$ cat config.mk
export PLATFORM = sky130hd
export DESIGN_NAME = hack_mem_ctrl
export DESIGN_NICKNAME = d
export VERILOG_FILES = /design/src/rtl/hack_mem_ctrl.sv
export SDC_FILE = /design/constraint.sdc
export NUM_CORES = 1
export LEC_CHECK = 0
export CAP_MARGIN = 20
export CORE_UTILIZATION = 55
export CTS_CLUSTER_DIAMETER = 40
export DETAILED_ROUTE_END_ITERATION = 8
export DONT_BUFFER_PORTS = 1
export PLACE_DENSITY = 0.68
export SYNTH_ARGS = -nofsm -noshare
export SYNTH_HDL_FRONTEND = slang
export SYNTH_SLANG_ARGS = --single-unit
$ cat constraint.sdc
create_clock -name clk -period 6.1 [get_ports clk]
set_input_delay 0.61 -clock clk [delete_from_list [all_inputs] [get_ports clk]]
set_output_delay 0.61 -clock clk [all_outputs]
set_load 0.01 [all_outputs]
$ cat src/rtl/hack_mem_ctrl.sv
// hack_mem_ctrl: Hack CPU M-port controller (data RAM, screen-write FIFO, keyboard latch).
// Optional: define MEM_CTRL_KBD_CLEAR_ON_READ_EN to make keyboard reads clear the latch.
module hack_mem_ctrl #(
  parameter int DATA_DEPTH     = 256,
  parameter int SCR_FIFO_DEPTH = 4
) (
  input  logic        clk,
  input  logic        reset,
  input  logic        cpu_req,
  input  logic        cpu_we,
  input  logic [14:0] cpu_addr,
  input  logic [15:0] cpu_wdata,
  output logic [15:0] cpu_rdata,
  output logic        cpu_ready,
  output logic [15:0] ram_addr,
  output logic [15:0] ram_din,
  output logic        ram_we,
  input  logic [15:0] ram_dout,
  output logic        scr_valid,
  output logic [12:0] scr_addr,
  output logic [15:0] scr_data,
  input  logic        scr_ready,
  input  logic [15:0] kbd_code,
  input  logic        kbd_strobe,
  output logic        err_sticky
);
  localparam int PTR_W = (SCR_FIFO_DEPTH > 1) ? $clog2(SCR_FIFO_DEPTH) : 1;
  localparam int CNT_W = PTR_W + 1;
  localparam logic [CNT_W-1:0] FIFO_FULL = CNT_W'(SCR_FIFO_DEPTH);

  typedef enum logic [1:0] {IDLE, RAM_ISSUE, RAM_WAIT, DONE} state_t;

  state_t           state_reg;
  logic             pend_read_reg;
  logic [15:0]      kbd_latch_reg;
  logic [28:0]      fifo_mem [SCR_FIFO_DEPTH];
  logic [PTR_W-1:0] wr_ptr_reg;
  logic [PTR_W-1:0] rd_ptr_reg;
  logic [CNT_W-1:0] count_reg;

  logic sel_ram, ram_in_range, sel_scr, sel_kbd;
  logic fifo_full, scr_push, scr_pop;

  always_comb begin
    sel_ram      = ~cpu_addr[14];
    ram_in_range = sel_ram && ({17'd0, cpu_addr} < 32'(DATA_DEPTH));
    sel_scr      = (cpu_addr[14:13] == 2'b10);
    sel_kbd      = (cpu_addr == 15'h6000);
    fifo_full    = (count_reg == FIFO_FULL);
    scr_push     = (state_reg == IDLE) && cpu_req && sel_scr && cpu_we && !fifo_full;
    scr_pop      = (count_reg != '0) && scr_ready;
  end

  // Control FSM; every non-RAM target completes straight from IDLE into DONE.
  always_ff @(posedge clk) begin
    if (reset) begin
      state_reg     <= IDLE;
      pend_read_reg <= 1'b0;
      cpu_ready     <= 1'b0;
      cpu_rdata     <= '0;
      ram_addr      <= '0;
      ram_din       <= '0;
      ram_we        <= 1'b0;
      err_sticky    <= 1'b0;
    end else begin
      cpu_ready <= 1'b0;
      case (state_reg)
        IDLE: begin
          if (cpu_req) begin
            if (ram_in_range) begin
              ram_addr      <= {1'b0, cpu_addr};
              ram_din       <= cpu_wdata;
              ram_we        <= cpu_we;
              pend_read_reg <= ~cpu_we;
              state_reg     <= RAM_ISSUE;
            end else if (sel_scr && cpu_we) begin
              if (!fifo_full) begin
                cpu_rdata <= '0;
                cpu_ready <= 1'b1;
                state_reg <= DONE;
              end
            end else begin
              cpu_rdata <= (sel_kbd && !cpu_we) ? kbd_latch_reg : 16'h0000;
              cpu_ready <= 1'b1;
              state_reg <= DONE;
              if (sel_ram || (sel_kbd && cpu_we) || !(sel_scr || sel_kbd))
                err_sticky <= 1'b1;
            end
          end
        end
        RAM_ISSUE: begin
          ram_we <= 1'b0;
          if (pend_read_reg) begin
            state_reg <= RAM_WAIT;
          end else begin
            cpu_rdata <= '0;
            cpu_ready <= 1'b1;
            state_reg <= DONE;
          end
        end
        RAM_WAIT: begin
          cpu_rdata <= ram_dout;
          cpu_ready <= 1'b1;
          state_reg <= DONE;
        end
        DONE:    state_reg <= IDLE;
        default: state_reg <= IDLE;
      endcase
    end
  end

`ifdef MEM_CTRL_KBD_CLEAR_ON_READ_EN
  logic kbd_read_accept;
  assign kbd_read_accept = (state_reg == IDLE) && cpu_req && sel_kbd && !cpu_we;
`endif

  // A strobe always wins over the optional clear-on-read.
  always_ff @(posedge clk) begin
    if (reset)
      kbd_latch_reg <= '0;
    else if (kbd_strobe)
      kbd_latch_reg <= kbd_code;
`ifdef MEM_CTRL_KBD_CLEAR_ON_READ_EN
    else if (kbd_read_accept)
      kbd_latch_reg <= '0;
`endif
  end

  always_ff @(posedge clk) begin
    if (scr_push)
      fifo_mem[wr_ptr_reg] <= {cpu_addr[12:0], cpu_wdata};
  end

  always_ff @(posedge clk) begin
    if (reset) begin
      wr_ptr_reg <= '0;
      rd_ptr_reg <= '0;
      count_reg  <= '0;
    end else begin
      if (scr_push) wr_ptr_reg <= wr_ptr_reg + 1'b1;
      if (scr_pop)  rd_ptr_reg <= rd_ptr_reg + 1'b1;
      if (scr_push && !scr_pop)
        count_reg <= count_reg + 1'b1;
      else if (scr_pop && !scr_push)
        count_reg <= count_reg - 1'b1;
    end
  end

  // Head is masked so the outputs read zero whenever the FIFO is empty.
  assign scr_valid            = (count_reg != '0);
  assign {scr_addr, scr_data} = scr_valid ? fifo_mem[rd_ptr_reg] : 29'd0;

endmodule

==> results.md, run 1 <==
* Status: finished clean
* Reg2reg path depth at 10
* Chip width at around 120 um
* Final Skew at about 0.0089 ns
* Worst VDD drop at between 0.2 and 0.25 mV
* Adder-Cell Fraction of Synth Area at 2.006%
* # IOs at 150
* EDFF count, synth at around 120
* Main combinational cell family by area after synthesis: simple AND/OR/NAND/NOR gates
* R2r endpoint: count_reg[2]
* Layout cells sized above 1 at approximately 16%
* Fillers at ~1,000
* Clk_lat worst skew at approximately 0.42 ns
* Final hold violations at 0
* Core Area at 13,930 um2
* GP Congestion at ~0.76
* DR top layer: met4
* Multi-input logic area at 2521 um2
* Clock buffer depth at 2
* Clock-pin slew on the worst setup and hold paths at about 0.07 ns
* Area contributors post-synth: edfxtp_1, dfxtp_1, mux4_2
* Seq/Total Area, Yosys at roughly 64%
* Dpl cells at 700
* Routed len/inst at around 20 um
* Xor-xnor portion of the synthesized cell area at less than 1%
* Post-DP HPWL at about 9500 um
* Max reg flops at approximately 120
* CTS resizes at 0
* Most flop-heavy register: fifo_mem
* Synth warnings at 0
* Slew Limit Fails at 0
* Hold Path End: kbd_latch_reg[15]
* Worst Hold Launch: reset
* Starting Density at about 56%
* Mapped Avg Cell Area at around 14 um2
* Unique masters post-synth at 46
* Global-route wire length before repair at between 20,000 and 25,000 um
* Dominant cell type by area after synthesis: edfxtp_1
* Fin util at 61.22%
* RSZ-0062 raised after global routing: false
* Gr usage total at between 20% and 30%
* Fin crit share at approximately 44%
* CP top delay family: simple AND/OR/NAND/NOR gates
* H-tree levels at 4
* Drt drc at 0
* Top-area cell type share of the netlist area at around 44%
* Synth top cells by count: edfxtp_1, dfxtp_1, nand2_1
* CP max-delay cell: nor3b_2
* Mapped cell area at slightly below 8000 um2
* Synth Instances at 553
* Bufs and invs on worst path at 2
* P per Cell Area at about 410 nW/um2
* CTS tree: done
* IO Port Bufs at 0
* Nets@finish at 623
* Reg-to-reg slack, setup at roughly 3.4 ns
* Die H at 121.5 um
* Most common flop cell mapped by yosys: edfxtp_1
* CP Cell Sequence: inv_1 > ha_1 > nand2_1 > nor3b_2 > ha_1 > inv_1 > fa_1 > xor2_1 > or3_1 > a21oi_1
* Grt ovf at 0
* Simple-gate share of the synthesized area at between 10% and 20%
* Ys async rst share at 0%
* Slowest stage delay, CP at between 0.4 and 0.5 ns
* Rel. slew slack at between 30 and 40%
* Setup Fix Bufs, Post-CTS at 0
* Non-Filler Instances at approximately 740
* Final Setup Violations at 0
* Fmax at 0.3706 GHz
* Sink Count at around 190
* Hold/Removal Path Class: input port to flop
* Synth Area in Compound Gates at under 10%
* Initial drt markers at about 320
* Wl on met1 at a little over 6000 um
* Vias per cell at ~6
* Cts bufs inserted at 17
* Drt pass-1 iters at 4
* Final WL at ~15,000 um
* Diode count at 0
* WS Path Type: flop to flop
* Final worst path period need at 2.698 ns
* Tightest Pin Transition at 0.9028 ns
* Hold Crit Depth at 1
* Sequential Area at 5046 um2
* Via count at 4,391
* Vias in the first global route at 4,329
* Pleak at approximately 2.9 nW
* Setup tns final at 0 ns
* Mux contribution to synthesized area at roughly a tenth
* Area Overhead vs Synth at 8.532%
* Hold-fix buffers, CTS at 0
* Max-Cap Viols at 0
* Die Area at ~15,000 um2
* Largest net degree at the start of global routing at just under 80
* Worst endpoint required time at between 6 and 7 ns
* Mapped Nets at 634
* Data arrival, critical path at 3.06 ns
* Post-synthesis register bit count at approximately 190
* CP startpoint kind: flop
* Final ANT Viol Nets at 0
* Element type at the critical path end: flop
* Reg-to-Reg Start: state_reg[1]
* Count leader, synth: edfxtp_1
* Initial antenna violation count at 0
* Met2 WL at roughly 7400 um
* Tightest hold margin at roughly 0.25 ns
* Row count at 43
* CTS root buf: clkbuf_16
* Crit path max fanout at 7
* Met3 wire len at 1215 um
==> metal layers <==
metal,GRT usage [%],up-vias
met4,7.485,0
met3,7.631,14
met5,0,-
met2,35.97,172
li1,-,2044
met1,25.30,2161
==> per-stage QoR <==
stage | instance area [um2] | total power [W] | worst slack [ns]
floorplan | 7860 | 0.002253 | 3.615
global placement | 7871 | 0.002339 | 3.367
detailed placement | 7871 | 0.002363 | 3.213
CTS | 8472 | 0.003471 | 3.089
global route | 8531 | 0.003655 | 3.207
finish | 8531 | 0.003486 | 3.402
==> cells in the final DEF, fill, tap and decap left out, drive strengths merged, types with 2 or more instances in the layout <==
cell type,netlist,final
ha,11,11
xor2,4,4
a21oi,31,31
nand2,53,53
inv,11,12
a41oi,16,16
nor3,2,2
bufinv,0,2
nor3b,10,10
buf,16,8
mux2i,18,18
clkbuf,21,24
nor2,26,26
and3,18,18
or3,3,3
clkinv,0,4
dfxtp,78,78
mux4,29,29
a21o,3,3
edfxtp,116,116
nand3,4,4
and2,34,34
nor4,3,3
a211oi,34,34
==> cells by family (layout without fill, tap and decap cells) <==
kind of cell	Yosys count	in the layout
and+or+nand+nor	156	156
other	1	1
muxes	47	47
AOI/OAI and AO/OA	89	89
buffers and inverters	49	51
adders and majority gates	12	12
DFF	194	194
xor gates and xnor gates	5	5
==> cell type report <==
class                           count  share of cell area (%)
Clock buffer                       24                   5.881
Clock inverter                      8                   1.159
Inverter                           11                  0.4840
Multi-Input combinational cell    310                   29.55
Sequential cell                   194                   59.15
Tap cell                          180                   2.640
Timing Repair Buffer                8                   1.129
==> worst max-delay path by stage <==
stage                 start           end  depth (start not counted)
2_1_floorplan  cpu_addr[13]  count_reg[2]                          8
3_3_place_gp   count_reg[0]  count_reg[2]                          8
3_5_place_dp   count_reg[0]  count_reg[2]                          8
4_1_cts                flop  scr_addr[12]                          2
5_1_grt        state_reg[1]  count_reg[2]                         10
6_report       state_reg[1]  count_reg[2]                         10
==> report_power, final <==
part / switching [W] / total [W] / internal (W)
Combinational: 0.000456 / 0.000803 / 0.000347
Sequential: 0.000102 / 0.00157 / 0.00147
Clock: 0.000452 / 0.00111 / 0.000658
Total: 0.00101 / 0.00349 / 0.00248
No activity file was read; power rests on OpenSTA's default activity.
==> run 2, diff against run 1 <==
- PLACE_DENSITY: 0.68 -> 0.71
- clock period: 6.1 -> 2.25 ns (I/O delays scaled with it)
==> run 2 against run 1 <==
Effect of this change: sequential share of layout area decreased by 4.5 points; final area increased by 8.4%; clock power increased to 2.7 times the previous value; via count increased by 8.7%; global-route usage increased by 2.0 points; final cell count increased by 9.9%; largest cell class unchanged; largest power group unchanged.
==> results.md, run 2 (synthesis gave the netlist of run 1 again) <==
* Final worst path period need at 2.168 ns (was 2.698 ns)
* Area Overhead vs Synth at 17.62% (was 8.532%)
* WS Path Type: flop to flop (unchanged)
* Fin util at 66.35% (was 61.22%)
* Clk_lat worst skew at 0.42 ns (about the same)
* Largest net degree at the start of global routing at 78 (unchanged)
* Row count at 43 (unchanged)
* Dpl cells at 712 (was 700)
* CP Cell Sequence: inv_4 > ha_4 > nand2_2 > nor3b_4 > ha_2 > inv_1 > fa_2 > xor2_1 > or3_1 > a21oi_1 (was inv_1 > ha_1 > nand2_1 > nor3b_2 > ha_1 > inv_1 > fa_1 > xor2_1 > or3_1 > a21oi_1)
* Vias in the first global route at 4,847 (was 4,329)
* Post-DP HPWL at 10,090 um (was 9545 um)
* GP Congestion at 0.7629 (was 0.7563)
* Worst endpoint required time at 2.60 ns (was 6.46 ns)
* Final WL at 16,390 um (was 14,820 um)
* CTS root buf: clkbuf_16 (unchanged)
* Worst VDD drop at 0.5564 mV (was 0.2277 mV)
* Element type at the critical path end: flop (unchanged)
* P per Cell Area at 1050 nW/um2 (was 408.6 nW/um2)
* Vias per cell at 5.910 (was 5.974)
* Crit path max fanout at 5 (was 7)
* Reg-to-reg slack, setup at 0.08 ns (was 3.40 ns)
* Post-Layout Inst Area at 9245 um2 (was 8531 um2)
* Design Power at 0.009712 W (was 0.003486 W)
* Global-route wire length before repair at 25,390 um (was 23,020 um)
* Worst Slack Setup Final at 0.08203 ns (was 3.402 ns)
* Cts bufs inserted at 17 (unchanged)
* H-tree levels at 4 (unchanged)
* Routed len/inst at 20.28 um (was 20.16 um)
* Grt ovf at 0 (unchanged)
* Diode count at 0 (unchanged)
* Drt pass-1 iters at 4 (unchanged)
* Global routing's busiest layer: met2 (unchanged)
* Tightest Pin Transition at 0.5956 ns (was 0.9028 ns)
* Met3 GRT Util at 6.695% (was 7.631%)
* Final ANT Viol Nets at 0 (unchanged)
* Most flop-heavy register: fifo_mem (unchanged)
* Dpl cell area at 7985 um2 (was 7871 um2)
* CP startpoint kind: flop (unchanged)
* Pleak at 3.154 nW (was 2.854 nW)
* Initial antenna violation count at 0 (unchanged)
* Final Setup Violations at 0 (unchanged)
* CP top delay family: adder cells (was simple AND/OR/NAND/NOR gates)
* Slowest stage delay, CP at 0.37 ns (was 0.46 ns)
* Core Area at 13,930 um2 (unchanged)
* Clock-pin slew on the worst setup and hold paths at 0.07 ns (about the same)
* Clock buffer depth at 2 (unchanged)
* Die Area at 14,770 um2 (unchanged)
* Data arrival, critical path at 2.52 ns (was 3.06 ns)
* IO Port Bufs at 0 (unchanged)
* Slew Limit Fails at 0 (unchanged)
* Nets@finish at 696 (was 623)
* Initial drt markers at 310 (was 318)
* Met1 Use GR at 27.57% (was 25.30%)
* Rel. slew slack at 60.29% (was 39.46%)
* CP max-delay cell: dfxtp_4 (was nor3b_2)
* Most frequent cells in the layout: edfxtp_1, dfxtp_1, dlygate4sd3_1 (was edfxtp_1, dfxtp_1, nand2_1)
* Starting Density at 56.41% (unchanged)
* Hold/Removal Path Class: input port to flop (unchanged)
* Max-Cap Viols at 0 (unchanged)
* Place WS at -0.009452 ns (was 3.213 ns)
* Fin crit share at 96.35% (was 44.24%)
* Status: finished clean (unchanged)
* Chip width at 121.5 um (unchanged)
* Final hold violations at 0 (unchanged)
* Fmax at 0.4613 GHz (was 0.3706 GHz)
* Commonest non-fill, non-tap cell in the layout: edfxtp_1 (unchanged)
* Final Skew at 0.007708 ns (was 0.008906 ns)
* Drt drc at 0 (unchanged)
* Via count at 4,775 (was 4,391)
* GR Util met2 at 40.98% (was 35.97%)
* Max reg flops at 116 (unchanged)
* CTS tree: done (unchanged)
* # IOs at 150 (unchanged)
* Die H at 121.5 um (unchanged)
* Gr usage total at 23.35% (was 21.36%)
* Bufs and invs on worst path at 2 (unchanged)
* Non-Filler Instances at 808 (was 735)
* Sink Count at 194 (unchanged)
* Layout cells sized above 1 at 17.20% (was 15.68%)
-- run 2: changes by cell type in the layout (fill, tap and decap cells not counted), sizes merged --
cell	change
buf	+12
bufinv	+1
clkbuf	-5
clkinv	+3
dlygate4sd3	+61
inv	+1
-- run 2: cell type report --
class | count | area (um2)
Tap cell | 180 | 225.2
Clock buffer | 19 | 432.9
Inverter | 11 | 43.79
Clock inverter | 13 | 160.2
Fill cell | 996 | 4690
Multi-Input combinational cell | 310 | 2552
Timing Repair Buffer | 81 | 780.7
Sequential cell | 194 | 5050
-- run 2: routing by layer --
metal / part of all wire (%) / routed length, um
met5: 0 / 0
met2: 52 / 8515
met3: 6.6 / 1081
met1: 40 / 6637
met4: 0.95 / 156
-- run 2: timing repair --
action	CTS	global route
hold buffers	62	0
endpoints found under the hold margin	194	0
resized for setup	2	4
buffers inserted	0	2
endpoints found under the setup margin	1	1
pin swaps	0	1
-- run 2: where the power goes --
group / switching [W] / total [W] / leakage [nW] / internal, W
Combinational: 0.00142 / 0.00246 / 1.18 / 0.00105
Sequential: 0.000233 / 0.00422 / 1.68 / 0.00399
Clock: 0.00127 / 0.00302 / 0.293 / 0.00175
-- run 2: final timing paths --
path / start / endpoint / cells after the start
max: state_reg[0] / count_reg[2] / 10
min: scr_ready / flop / 3
max reg2reg: state_reg[0] / count_reg[2] / 10
min reg2reg: ram_din[14] / ram_din[14] / 2
-- run 2: worst min-delay path: stages --
cell	delay [ns]
nand2_1	0.08
xor2_1	0.10
nor2_1	0.07
-- run 2: through the flow --
stage | setup TNS [ns] | hold WS [ns]
CTS | 0 | 0.06395
floorplan | 0 | 0.3184
global route | -0.002620 | 0.1096
finish | 0 | 0.09230
detailed placement | -0.009452 | 0.3040
global placement | 0 | 0.3023
==> run 3, diff against run 2 <==
- PLACE_DENSITY: 0.71 -> 0.68
- clock period: 2.25 -> 2.15 ns (I/O delays scaled with it)
==> run 3 against run 2 <==
Effect of this change: wire length up 1.7%; the run now ends with setup timing left; clock power up 2%; total power is 4.1% higher; critical endpoint unchanged; die area did not move.
==> results.md, run 3 (synthesis gave the netlist of run 1 again) <==
* Place WS at -0.06436 ns (was -0.009452 ns)
* Design Power at 0.01011 W (was 0.009712 W)
* Slowest stage delay, CP at 0.35 ns (was 0.37 ns)
* Layout cells sized above 1 at 17.70% (was 17.20%)
* Worst VDD drop at 0.6273 mV (was 0.5564 mV)
* Area Overhead vs Synth at 19.93% (was 17.62%)
* Slew Limit Fails at 0 (unchanged)
* Pleak at 3.337 nW (was 3.154 nW)
* Drt drc at 0 (unchanged)
* Row count at 43 (unchanged)
* Hold/Removal Path Class: input port to flop (unchanged)
* P per Cell Area at 1072 nW/um2 (was 1050 nW/um2)
* Global-route wire length before repair at 25,830 um (was 25,390 um)
* Initial drt markers at 445 (was 310)
* Tightest hold margin at 0.09556 ns (was 0.09230 ns)
* Final hold violations at 0 (unchanged)
* Routed len/inst at 20.22 um (was 20.28 um)
* Drt pass-1 iters at 4 (unchanged)
* H-tree levels at 4 (unchanged)
* Sw power at 0.002986 W (was 0.002922 W)
* Most frequent cells in the layout: edfxtp_1, dfxtp_1, dlygate4sd3_1 (unchanged)
* IO Port Bufs at 0 (unchanged)
* Tightest Pin Transition at 0.5830 ns (was 0.5956 ns)
* Commonest non-fill, non-tap cell in the layout: edfxtp_1 (unchanged)
* WS Path Type: flop to flop (unchanged)
* Bufs and invs on worst path at 2 (unchanged)
* Rel. slew slack at 60.77% (was 60.29%)
* Largest net degree at the start of global routing at 44 (was 78)
* CP max-delay cell: dfxtp_2 (was dfxtp_4)
* Post-DP HPWL at 10,210 um (was 10,090 um)
* Final Skew at 0.006141 ns (was 0.007708 ns)
* Cell Int Power at 0.007122 W (was 0.006790 W)
* Worst Slack Setup Final at -0.02737 ns (was 0.08203 ns)
* Nets@finish at 712 (was 696)
* Diode count at 0 (unchanged)
* Cts bufs inserted at 17 (unchanged)
* Final worst path period need at 2.177 ns (was 2.168 ns)
* Fin crit share at 101.3% (was 96.35%)
* Data arrival, critical path at 2.53 ns (was 2.52 ns)
* Status: finished with violations (was finished clean)
* Reg-to-reg slack, setup at -0.03 ns (was 0.08 ns)
* RSZ-0062 raised after global routing: true
* Fmax at 0.4593 GHz (was 0.4613 GHz)
* Crit path max fanout at 5 (unchanged)
* Setup tns final at -0.02737 ns (was 0 ns)
* Final WL at 16,660 um (was 16,390 um)
* # IOs at 150 (unchanged)
* Chip width at 121.5 um (unchanged)
* Worst endpoint required time at 2.50 ns (was 2.60 ns)
* Sw frac at 29.54% (was 30.08%)
* Grt ovf at 0 (unchanged)
* Final Setup Violations at 1 (was 0)
* Gr usage total at 23.76% (was 23.35%)
* Most flop-heavy register: fifo_mem (unchanged)
* Core Area at 13,930 um2 (unchanged)
* Clock buffer depth at 2 (unchanged)
* Die Area at 14,770 um2 (unchanged)
* Clock power share at 30.6% (was 31.1%)
* Sequential power share at 43.8% (was 43.5%)
* Vias in the first global route at 4,895 (was 4,847)
* Element type at the critical path end: flop (unchanged)
* Combinational Power Share at 25.7% (was 25.4%)
* Max reg flops at 116 (unchanged)
* Max-Cap Viols at 0 (unchanged)
* Starting Density at 56.41% (unchanged)
* Die H at 121.5 um (unchanged)
* GP Congestion at 0.7935 (was 0.7629)
* CP startpoint kind: flop (unchanged)
* CP top delay family: adder cells (unchanged)
* Via count at 4,813 (was 4,775)
* CTS root buf: clkbuf_16 (unchanged)
* Met1 Use GR at 28.36% (was 27.57%)
* Met3 GRT Util at 7.303% (was 6.695%)
* CP Cell Sequence: inv_2 > ha_4 > nand2_4 > nor3b_4 > ha_2 > inv_1 > fa_2 > xor2_1 > or3_1 > a21oi_2 (was inv_4 > ha_4 > nand2_2 > nor3b_4 > ha_2 > inv_1 > fa_2 > xor2_1 > or3_1 > a21oi_1)
* Violated checks: setup timing
* GR Util met2 at 41.09% (was 40.98%)
* Initial antenna violation count at 0 (unchanged)
* Global routing's busiest layer: met2 (unchanged)
* Dpl cells at 716 (was 712)
* CTS tree: done (unchanged)
* Clock-pin slew on the worst setup and hold paths at 0.07 ns (about the same)
* Clk_lat worst skew at 0.42 ns (about the same)
* Final ANT Viol Nets at 0 (unchanged)
* Vias per cell at 5.841 (was 5.910)
* Sink Count at 194 (unchanged)
* Non-Filler Instances at 824 (was 808)
## run 3: worst paths after layout
| kind | start | endpoint | cells past startpoint |
|---|---|---|---|
| worst min register to register | ram_din[8] | ram_din[8] | 2 |
| worst min-delay path | reset | state_reg[1] | 2 |
| worst max register to register | state_reg[0] | count_reg[2] | 10 |
| worst max-delay path | state_reg[0] | count_reg[2] | 10 |
## run 3: metrics by stage
stage / utilization [%] / cell area, um2
2_1_floorplan: - / 7894
5_1_grt: 67.65 / 9427
4_1_cts: 67.48 / 9403
3_3_place_gp: 57.95 / 8075
6_report: 67.65 / 9427
3_5_place_dp: 57.95 / 8075
## run 3: cell type report
class                   count  area [um2]
multi-input cells         310        2565
well taps                 180       225.2
flip-flops and latches    194        5049
repair buffers             97       968.4
clock inverters            13       142.6
fillers                   987        4508
inverters                  11       43.79
clock buffers              19       432.9
## run 3: power by group through the flow
stage / Sequential, W / Clock, W / Combinational (W)
6_report: 0.00442 / 0.00309 / 0.00259
5_1_grt: 0.00445 / 0.00328 / 0.00285
4_1_cts: 0.00442 / 0.00313 / 0.00262
3_5_place_dp: 0.00449 / 0 / 0.00243
3_3_place_gp: 0.00449 / 0 / 0.00234
2_1_floorplan: 0.00443 / 0 / 0.00203
## run 3: metal layers
layer  up-vias  routed length [um]
met4         0                 144
met2       147                8650
met5         -                   0
met3        12                1137
li1       2232                   -
met1      2422                6730
## run 3: what timing repair did
item / 4_1_cts / 5_1_grt
resized for setup: 2 / 2
setup endpoints to repair: 1 / 14
hold buffers: 72 / 0
hold endpoints to repair: 194 / 0
pin swaps: 2 / 2
setup buffers: 2 / 2
